$ cat src/rtl/div_datapath.sv
// Sequential unsigned restoring divider: one quotient bit per clock, WIDTH
// iterations per operation, result reported with a single-cycle done pulse.
module div_datapath #(
    parameter int WIDTH = 32,
    parameter int CNT_W = 6
) (
    input  logic             clk,
    input  logic             reset,
    input  logic             start,
    input  logic [WIDTH-1:0] dividend,
    input  logic [WIDTH-1:0] divisor,
    output logic             busy,
    output logic             done,
    output logic [WIDTH-1:0] quotient,
    output logic [WIDTH-1:0] remainder,
    output logic             div_by_zero
);

    typedef enum logic [1:0] {
        IDLE = 2'd0,
        RUN  = 2'd1,
        DONE = 2'd2
    } state_t;

    localparam logic [CNT_W-1:0] LAST = CNT_W'(WIDTH - 1);

    state_t             state;
    logic [2*WIDTH-1:0] rq;
    logic [WIDTH-1:0]   dvs;
    logic [CNT_W-1:0]   count;

    // The partial remainder after the shift needs WIDTH+1 bits: the bit shifted
    // out of rq must take part in the compare against the divisor.
    logic [WIDTH:0]     part;
    logic [WIDTH-1:0]   diff;
    logic               fits;
    logic [2*WIDTH-1:0] t;

    always_comb begin
        part = rq[2*WIDTH-1:WIDTH-1];
        diff = part[WIDTH-1:0] - dvs;
        fits = (part >= {1'b0, dvs});
        t    = {rq[2*WIDTH-2:0], 1'b0};
        if (fits) begin
            t[2*WIDTH-1:WIDTH] = diff;
            t[0]               = 1'b1;
        end
    end

    always_ff @(posedge clk) begin
        if (reset) begin
            state       <= IDLE;
            busy        <= 1'b0;
            done        <= 1'b0;
            quotient    <= '0;
            remainder   <= '0;
            div_by_zero <= 1'b0;
            rq          <= '0;
            dvs         <= '0;
            count       <= '0;
        end else begin
            case (state)
                IDLE: begin
                    done <= 1'b0;
                    if (start) begin
                        rq    <= {{WIDTH{1'b0}}, dividend};
                        dvs   <= divisor;
                        count <= '0;
                        busy  <= 1'b1;
                        state <= RUN;
                    end
                end
                RUN: begin
                    rq    <= t;
                    count <= count + 1'b1;
                    if (count == LAST) begin
                        quotient    <= t[WIDTH-1:0];
                        remainder   <= t[2*WIDTH-1:WIDTH];
                        div_by_zero <= (dvs == '0);
                        busy        <= 1'b0;
                        done        <= 1'b1;
                        state       <= DONE;
                    end
                end
                DONE: begin
                    // Any start seen here is dropped, not queued.
                    done  <= 1'b0;
                    busy  <= 1'b0;
                    state <= IDLE;
                end
                default: begin
                    done  <= 1'b0;
                    busy  <= 1'b0;
                    state <= IDLE;
                end
            endcase
        end
    end

endmodule

$ cat config.mk
export PLATFORM = sky130hd
export DESIGN_NAME = div_datapath
export DESIGN_NICKNAME = d
export VERILOG_FILES = /design/src/rtl/div_datapath.sv
export SDC_FILE = /design/constraint.sdc
export NUM_CORES = 1
export LEC_CHECK = 0
export CAP_MARGIN = 20
export CORE_MARGIN = 2
export CORE_UTILIZATION = 37
export DETAILED_ROUTE_END_ITERATION = 8
export MAX_ROUTING_LAYER = met4
export PLACE_DENSITY = 0.63
export SYNTH_ARGS = -nofsm -noshare
export SYNTH_HDL_FRONTEND = slang
export SYNTH_SLANG_ARGS = --single-unit
export TNS_END_PERCENT = 100
$ cat constraint.sdc
create_clock -name clk -period 4.1 [get_ports clk]
set_input_delay 0.615 -clock clk [delete_from_list [all_inputs] [get_ports clk]]
set_output_delay 0.615 -clock clk [all_outputs]
set_load 0.005 [all_outputs]
==> Implementation_results.wiki, run 1 <==
{| class="wikitable"
! Metric !! Value
|-
| Startpoint of the lowest-slack register-to-register path || dvs[19]$_SDFFE_PP0P_
|-
| Count of final setup violators || 0
|-
| DRT iter0 DRCs || 399
|-
| Number of buffers and inverters on the critical path || 2
|-
| Instance count of the mapped netlist || 1059
|-
| Initial Utilization || 37.54%
|-
| Die Y || 152.6 µm
|-
| Total power after layout || 7.755 mW
|-
| Maximum operating frequency || 295.7 MHz
|-
| DRT Pass-1 Iters || 5
|-
| Class of the tightest hold or removal check || flip-flop to flip-flop
|-
| Start point of the critical path || dvs[19]$_SDFFE_PP0P_
|-
| Data required time of the worst path || 4380 ps
|-
| Longest Clk Path Bufs || 2
|-
| Met2 routed wirelength || 10260 µm
|-
| Pin count of the biggest net entering global routing || 94
|-
| Unrepaired setup endpoints after global routing || false
|-
| Layout cell share with drive strength beyond 1 || 5.286%
|-
| Worst Tran Pin Value || 999.5 ps
|-
| Primary flip-flop cell chosen by synthesis mapping || sky130_fd_sc_hd__dfxtp_1
|-
| Register bit count reported by yosys || 170
|-
| CTS Hold Bufs || 0
|-
| Deepest level of the CTS H-tree || 4
|-
| Syn. warnings || 0
|-
| Total of buffers placed on input and output ports || 133
|-
| Routability-driven placement congestion ratio || 0.8485
|-
| Run status || finished, final reports clean
|-
| Number of pins exceeding their max-slew limit in the final report || 0
|-
| Number of flops mapped to enable cells by yosys || 0
|-
| Vias after detailed routing || 7505
|-
| Placement Rows || 54
|-
| P per Cell Area || 752.1 nW/µm²
|-
| Fill count || 2182
|-
| Biggest area contributors in the synthesized netlist || sky130_fd_sc_hd__dfxtp_1, sky130_fd_sc_hd__nand2_1, sky130_fd_sc_hd__nor2_1
|-
| Met3 wirelength from detailed routing || 1342 µm
|-
| Number of CTS-inserted buffers || 17
|-
| Width of the chip || 152.6 µm
|-
| Critical path, cell by cell || inv_1, ha_1, nand2_1, or4_4, a2111o_1, and4b_4, o21bai_4, buf_4, mux2i_1, a211oi_1
|-
| Area Growth Syn to Fin || 26.26%
|-
| Cell with the most instances after synthesis || sky130_fd_sc_hd__nand2_1
|-
| Via count of the first global-routing pass || 7262
|-
| Max-cap check violation count || 0
|-
| Cell class contributing the biggest share of worst-path delay || simple AND/OR/NAND/NOR gates
|-
| Depth of the critical timing path with buffers and inverters included || 10
|-
| CTS Root Buffer Type || sky130_fd_sc_hd__clkbuf_16
|-
| Hpwl dp || 15610 µm
|-
| Clock insertion delay at the later pin of the skew report || 440 ps
|-
| Overall die area || 23280 µm²
|-
| Avg Cell Area, Syn || 7.712 µm²
|-
| Total wire length || 22550 µm
|-
| Post-detailed-route count of antenna-violating nets || 0
|-
| Final setup skew || 12.47 ps
|-
| Worst Setup Start Kind || flip-flop
|-
| Hold violation count in the final report || 0
|-
| Clock Sinks || 170
|-
| Final nets || 1261
|-
| Final Critical Period || 3381 ps
|-
| Buffer count from post-CTS setup fixing || 0
|-
| Per-cell via count in the routed design || 5.165
|-
| Library cell occupying the most area in the post-synthesis netlist || sky130_fd_sc_hd__dfxtp_1
|-
| Wire length of the first global-routing pass || 37000 µm
|-
| Number of top-level design ports || 134
|-
| Area of the core || 21760 µm²
|-
| CP Data Arrival Time || 3660 ps
|-
| Period utilization || 82.47%
|-
| Highest fanout seen on the critical path || 22
|-
| Slew headroom || 33.37%
|-
| Setup tns final || 0 ps
|-
| Leading post-synthesis cells by instance count || sky130_fd_sc_hd__nand2_1, sky130_fd_sc_hd__dfxtp_1, sky130_fd_sc_hd__nor2_1
|-
| Share of async-settable or async-resettable flops after synthesis || 0%
|-
| VDD IR-drop max || 474.9 µV
|-
| Post-CTS clock slew at the launch and capture registers of the worst setup and hold paths || 70 ps
|-
| Worst path slowest cell || sky130_fd_sc_hd__or4_4
|-
| Logic depth of the worst register-to-register path || 10
|-
| TritonCTS clock tree || yes
|-
| Syn_nets || 1160
|-
| Met1 Routed Length || 10700 µm
|-
| Mean routed wirelength per cell || 15.52 µm
|-
| Netlist Area Pre-Place || 8167 µm²
|-
| Critical Path Sink Type || flip-flop
|-
| Max incr delay on CP || 580 ps
|-
| Initial antenna violation count || 0
|-
| Top layer used by detailed routing || met4
|-
| Worst hold slack || 454.7 ps
|-
| Standby leakage power || 3.845 nW
|-
| Antenna cells || 0
|-
| Remaining DRCs || 0
|-
| Hold Path Origin || quotient[21]$_SDFFE_PP0P_
|-
| Share of the synthesized area in the top cell type || 41.67%
|-
| Type of the worst setup path || flip-flop to flip-flop
|-
| Seq/Total Area, Yosys || 41.67%
|-
| Distinct cells, synth || 60
|-
| Total routing usage reported by global routing || 19.79%
|-
| Share of the core filled with cells in the final layout || 47.39%
|-
| Grt ovf || 0
|-
| Hold Crit Depth || 2
|-
| Number of gates resized after CTS || 0
|}
[worst min-delay path: cells and delay by family, from the launching register on]
kind,cells,cell delay (ps)
compound gates,1,50
simple gates,1,50
flops,1,310
[logic make-up after synthesis]
| kind of cell | after synthesis | synth area share (%) |
|---|---|---|
| XOR/XNOR | 29 | 3.110 |
| AO/OA/AOI/OAI | 256 | 19.24 |
| adder cells (fa/ha/maj) | 34 | 5.301 |
| multiplexers | 15 | 1.838 |
| flip-flops | 170 | 41.67 |
| AND/OR/NAND/NOR | 454 | 23.81 |
| buffers and inverters | 101 | 5.025 |
[power by group]
part	switching (mW)	total [mW]	internal [mW]	leakage (nW)
Sequential	0.136	1.95	1.81	1.38
Combinational	2.49	4.12	1.63	2.16
Clock	0.748	1.69	0.941	0.297
Total	3.37	7.76	4.38	3.84
[layer usage]
metal / vias up / global-route usage (%)
met4: 0 / 5.026
met3: 20 / 5.347
li1: 3833 / -
met5: - / -
met2: 166 / 30.77
met1: 3486 / 25.57
[path summary, 6_finish.rpt]
check / end / slack (ps)
min: quotient[21]$_SDFFE_PP0P_ / 450
max reg2reg: remainder[13]$_SDFFE_PP0P_ / 720
max: remainder[13]$_SDFFE_PP0P_ / 720
min reg2reg: quotient[21]$_SDFFE_PP0P_ / 450
[per-stage QoR]
stage	cells	setup slack (ps)	instance area (µm²)
floorplan	1059	1372	8167
CTS	1453	725.8	10310
global placement	1421	833.9	9689
detailed placement	1421	743.8	9689
global route	1453	562.2	10310
finish	1453	718.7	10310
[state kept, by name, summed over array words and instances (netlist names)]
signal / count
done: 1
dvs: 32
remainder: 32
div_by_zero: 1
busy: 1
rq: 64
quotient: 32
count: 6
state: 1
[cell usage in the layout, fill, tap and decap left out, drive strengths merged, types with 4 or more instances in the layout]
cell / n
nand2: 208
dfxtp: 170
nor2: 156
clkdlybuf4s50: 132
a21oi: 105
o21ai: 63
inv: 44
nor4: 40
ha: 33
a211oi: 32
xor2: 21
clkbuf: 18
mux2i: 15
buf: 12
a21o: 11
nand4: 9
nand3: 8
xnor2: 8
nand2b: 7
nor3: 6
o21bai: 6
nor2b: 5
a31oi: 5
clkinv: 5
o21a: 4
[layout make-up]
type / instances / area [µm²] / area share (%)
multi-input combinational: 788 / 4365 / 42.34
sequential: 170 / 3403 / 33.01
timing repair buffer: 144 / 1424 / 13.81
clock buffer: 18 / 439.2 / 4.259
tap: 280 / 350.3 / 3.398
clock inverter: 14 / 182.7 / 1.772
inverter: 39 / 146.4 / 1.420
(Power assumes the default switching activity.)
==> inputs of run 2 (changes only) <==
--- a/config.mk
+++ b/config.mk
@@ -10,7 +10,7 @@
 export CORE_UTILIZATION = 37
 export DETAILED_ROUTE_END_ITERATION = 8
 export MAX_ROUTING_LAYER = met4
-export PLACE_DENSITY = 0.63
+export PLACE_DENSITY = 0.65
 export SYNTH_ARGS = -nofsm -noshare
 export SYNTH_HDL_FRONTEND = slang
 export SYNTH_SLANG_ARGS = --single-unit
==> constraint.sdc (replaced) <==
create_clock -name clk -period 3.05 [get_ports clk]
set_input_delay 0.4575 -clock clk [delete_from_list [all_inputs] [get_ports clk]]
set_output_delay 0.4575 -clock clk [all_outputs]
set_load 0.005 [all_outputs]
==> run 2 against run 1 <==
Final cell count is 1.0% higher. Critical path type unchanged. Highest routed layer unchanged. Hold slack gained 2.6 ps. First-iteration DRC count shrank 7.5%.
==> Implementation_results.wiki, run 2 (synthesis gave the netlist of run 1 again) <==
{| class="wikitable"
! Metric !! Value
|-
| Hold Crit Depth || 2
|-
| P per Cell Area || 1051 nW/µm²
|-
| VDD IR-drop max || 866.6 µV
|-
| Final nets || 1276
|-
| DRT Pass-1 Iters || 4
|-
| Data required time of the worst path || 3340 ps
|-
| Number of top-level design ports || 134
|-
| Most flop-heavy register || rq
|-
| Standby leakage power || 3.943 nW
|-
| Sequential fraction of design power || 23.8%
|-
| Critical Path Sink Type || flip-flop
|-
| Placement Rows || 54
|-
| TritonCTS clock tree || yes
|-
| Area of the core || 21760 µm²
|-
| Initial antenna violation count || 0
|-
| Critical path, cell by cell || inv_1, ha_1, nand3_1, o21bai_1, a21o_1, a2111o_1, and4b_4, o21bai_4, buf_6, mux2i_1, a211oi_1
|-
| Switching share of total power || 41.75%
|-
| Per-cell via count in the routed design || 5.159
|-
| Type of the worst setup path || flip-flop to flip-flop
|-
| Clock share of power || 21.2%
|-
| Initial Utilization || 37.54%
|-
| Vias after detailed routing || 7574
|-
| Area Growth Syn to Fin || 29.20%
|-
| Highest fanout seen on the critical path || 12
|-
| Setup tns final || 0 ps
|-
| Most common cell after layout, fill and taps aside || sky130_fd_sc_hd__nand2_1
|-
| Grt ovf || 0
|-
| Width of the chip || 152.6 µm
|-
| Post-CTS clock slew at the launch and capture registers of the worst setup and hold paths || 70 ps
|-
| Fill count || 2172
|-
| Longest Clk Path Bufs || 2
|-
| Routability-driven placement congestion ratio || 0.8690
|-
| Share of total power in combinational logic || 55.0%
|-
| Maximum operating frequency || 345.3 MHz
|-
| Total of buffers placed on input and output ports || 133
|-
| Unrepaired setup endpoints after global routing || true
|-
| Net switching power || 4.630 mW
|-
| Wire length of the first global-routing pass || 36790 µm
|-
| Int Power || 6.460 mW
|-
| Period utilization || 94.96%
|-
| Clock insertion delay at the later pin of the skew report || 430 ps
|-
| Mean routed wirelength per cell || 15.32 µm
|-
| Logic depth of the worst register-to-register path || 11
|-
| Antenna cells || 0
|-
| Final setup skew || 9.729 ps
|-
| Largest register FFs || 64
|-
| Overall die area || 23280 µm²
|-
| CTS Hold Bufs || 0
|-
| Remaining DRCs || 0
|-
| Run status || finished, final reports clean
|-
| Flop2flop setup slack || 150 ps
|-
| Pin count of the biggest net entering global routing || 86
|-
| Hpwl dp || 15610 µm
|-
| Worst Setup Start Kind || flip-flop
|-
| Total wire length || 22490 µm
|-
| Via count of the first global-routing pass || 7361
|-
| Worst Tran Pin Value || 718.3 ps
|-
| Buffer count from post-CTS setup fixing || 0
|-
| Capture point of the worst reg-to-reg path || remainder[24]$_SDFFE_PP0P_
|-
| Top library cells by usage in the layout, fill and taps aside || sky130_fd_sc_hd__nand2_1, sky130_fd_sc_hd__dfxtp_1, sky130_fd_sc_hd__nor2_1, sky130_fd_sc_hd__clkdlybuf4s50_1, sky130_fd_sc_hd__a21oi_1
|-
| Deepest level of the CTS H-tree || 4
|-
| Max incr delay on CP || 430 ps
|-
| Number of gates resized after CTS || 0
|-
| Die Y || 152.6 µm
|-
| Endpoint with the worst hold slack || quotient[4]$_SDFFE_PP0P_
|-
| Slew headroom || 52.11%
|-
| Total routing usage reported by global routing || 19.45%
|-
| Startpoint of the lowest-slack register-to-register path || dvs[4]$_SDFFE_PP0P_
|-
| CP Data Arrival Time || 3180 ps
|-
| CTS Root Buffer Type || sky130_fd_sc_hd__clkbuf_16
|-
| Worst path slowest cell || sky130_fd_sc_hd__a2111o_1
|-
| Total power after layout || 11.09 mW
|-
| Hold violation count in the final report || 0
|-
| Count of final setup violators || 0
|-
| Final Critical Period || 2896 ps
|-
| Max-cap check violation count || 0
|-
| Class of the tightest hold or removal check || flip-flop to flip-flop
|-
| Number of CTS-inserted buffers || 17
|-
| Number of pins exceeding their max-slew limit in the final report || 0
|-
| Layout cell share with drive strength beyond 1 || 7.492%
|-
| Hold Path Origin || quotient[4]$_SDFFE_PP0P_
|-
| Clock Sinks || 170
|-
| DRT iter0 DRCs || 369
|-
| Post-detailed-route count of antenna-violating nets || 0
|}
run 2: cell type report:
class                   instances  area, µm²  area share, %
flip-flops and latches        170       3403          32.25
clock buffers                  17      425.4          4.032
repair buffers                159       1565          14.83
inverters                      39      146.4          1.387
clock inverters                15      214.0          2.028
multi-input cells             788       4447          42.14
well taps                     280      350.3          3.320
run 2: worst max-delay path, delay by kind of cell, from the launching register on:
| kind | cells | cell delay [ps] |
|---|---|---|
| AOI/OAI and AO/OA | 5 | 1160 |
| DFF | 1 | 370 |
| adders and majority gates | 1 | 340 |
| and+or+nand+nor | 2 | 340 |
| buffers and inverters | 2 | 270 |
| muxes | 1 | 270 |
run 2: worst max-delay path by stage:
stage	endpoint	slack (ps)	from	cells after the start
2_1_floorplan	rq[63]$_SDFFE_PP0P_	320	dvs[22]$_SDFFE_PP0P_	12
3_3_place_gp	remainder[22]$_SDFFE_PP0P_	130	dvs[3]$_SDFFE_PP0P_	12
3_5_place_dp	remainder[24]$_SDFFE_PP0P_	60	dvs[16]$_SDFFE_PP0P_	10
4_1_cts	remainder[24]$_SDFFE_PP0P_	50	dvs[3]$_SDFFE_PP0P_	11
5_1_grt	remainder[1]$_SDFFE_PP0P_	-20	dvs[4]$_SDFFE_PP0P_	12
6_report	remainder[24]$_SDFFE_PP0P_	150	dvs[4]$_SDFFE_PP0P_	11
run 2: power by group through the flow:
stage               Sequential (mW)  Combinational (mW)  Clock (mW)
CTS                            2.62                5.76        2.40
global placement               2.67                5.69           0
floorplan                      2.61                4.46           0
global route                   2.67                6.72        2.49
finish                         2.64                6.10        2.35
detailed placement             2.67                5.71           0
run 2: layer usage:
layer,global-route usage (%),part of all wire [%],vias to the layer above
met5,-,0,-
met4,4.541,1.4,0
met3,6.086,6.6,23
met2,31.77,47,161
met1,23.52,45,3534
li1,-,-,3856
run 2: stage by stage:
stage | util (%) | cell area [µm²] | hold WS, ps | instances | setup WS, ps
after detailed placement | 45.17 | 9827 | 449.5 | 1436 | 63.49
final | 48.50 | 10550 | 457.3 | 1468 | 153.6
after CTS | 48.11 | 10470 | 459.4 | 1468 | 52.22
after global placement | 45.17 | 9827 | 441.2 | 1436 | 131.3
after global routing | 48.50 | 10550 | 474.6 | 1468 | -19.19
after floorplan | - | 8167 | 443.2 | 1059 | 322.1
==> RTL change (settings of run 2) <==
Re-encode `state_t` (3 states) as one-hot, 3 bits wide.
--- a/src/rtl/div_datapath.sv
+++ b/src/rtl/div_datapath.sv
@@ -16,10 +16,10 @@
     output logic             div_by_zero
 );
 
-    typedef enum logic [1:0] {
-        IDLE = 2'd0,
-        RUN  = 2'd1,
-        DONE = 2'd2
+    typedef enum logic [2:0] {
+        IDLE = 3'b001,
+        RUN  = 3'b010,
+        DONE = 3'b100
     } state_t;
 
     localparam logic [CNT_W-1:0] LAST = CNT_W'(WIDTH - 1);
Function: no difference found for any inputs over 10 cycles, from zero or initial values and one cycle with reset high; not proved beyond that.
==> RTL change against run 2 <==
Cell area grew 3.2%. Routed wire length grew 6.9%. Sequential cell count grew 2. Worst setup slack lost 37 ps. Fmax shrank 1.3%. Clock skew is essentially flat. Cell count grew 3.1%. Global-route usage grew 0.80 points. Sequential share of layout area shrank 0.64 points. Synthesized area grew 4.2%. Critical endpoint is now remainder[30].
Power is not compared: it rests on default switching activity, and its combinational part moved more than twofold at a synthesized area within 25%.
==> RTL change: results (changes against run 2) <==
status: finished, final reports clean (unchanged)
register area: 0.00344 mm^2 (was 0.00340 mm^2)
met1 Use GR: 0.268 (was 0.235)
post-synthesis instance area: 0.00851 mm^2 (was 0.00817 mm^2)
multi-input combinational area share: 0.425 (was 0.421)
nets@finish: 1316 (was 1276)
met3 Use GR: 0.0328 (was 0.0609)
fillers: 2184 (was 2172)
DR vias/cell: 5.32 (was 5.16)
inverter count: 44 (was 39)
RD Place Congestion: 0.955 (was 0.869)
clock skew: 9.75 ps (was 9.73 ps)
largest net degree at the start of global routing: 78 (was 86)
hold_sp: reset (was quotient[4])
register area share after synthesis: 0.404 (was 0.417)
Global Route met2 Usage: 0.321 (was 0.318)
Reg2Reg Depth: 12 (was 11)
Signal buffers: 176 (was 159)
Slowest-stage cell, CP: or4_1 (was a2111o_1)
reg-to-reg critical path startpoint: rq[31] (was dvs[4])
seq_cells: 172 (was 170)
max incr delay on CP: 540 ps (was 430 ps)
first-pass GRT wire length: 38.6 mm (was 36.8 mm)
Yosys cell types: 72 (was 60)
Mapped Nets: 1194 (was 1160)
via count: 8044 (was 7574)
-- RTL change: cell types whose count changed after synthesis, sizes merged, moves of 6 or more --
cell | before | now
nor3 | 6 | 41
xor2 | 21 | 9
xnor2 | 8 | 14
o211ai | 3 | 11
nor2 | 156 | 87
nor4 | 40 | 11
buf | 10 | 26
o22ai | 0 | 33
a21oi | 105 | 123
o21ai | 63 | 70
nand4 | 9 | 15
-- RTL change: kinds of logic after synthesis --
kind of cell / Yosys count / share of synthesized area
compound gates: 322 / 0.235
xor+xnor: 23 / 0.0237
fa+ha+maj: 34 / 0.0509
buf+inv: 117 / 0.0563
flops: 172 / 0.404
mux: 12 / 0.0143
simple gates: 413 / 0.215
-- RTL change: metrics by stage --
step | setup TNS [ps] | hold WS [ps]
global route | -4.66 | 412
global placement | 0 | 434
CTS | 0 | 389
detailed placement | 0 | 448
finish | 0 | 402
floorplan | 0 | 431
-- RTL change: layer usage --
layer,wire (um),vias to the layer above
met4,335,0
li1,-,4081
met1,11400,3737
met2,11300,199
met5,0,-
met3,1080,27
-- RTL change: worst max-delay path by stage --
stage            start            end  slack [ps]  cells after the start
6_report        rq[31]  remainder[30]         120                     12
5_1_grt        dvs[30]         rq[34]          -5                     11
4_1_cts         rq[31]  remainder[30]          70                     12
3_5_place_dp    rq[31]  remainder[30]          70                     12
3_3_place_gp   dvs[27]  remainder[26]         100                     10
2_1_floorplan   rq[31]  remainder[30]         360                     12
-- RTL change: what timing repair did --
action / 4_1_cts / 5_1_grt
buffers inserted: 0 / 2
endpoints found under the hold margin: 0 / 0
resized for setup: 0 / 9
endpoints found under the setup margin: 0 / 24
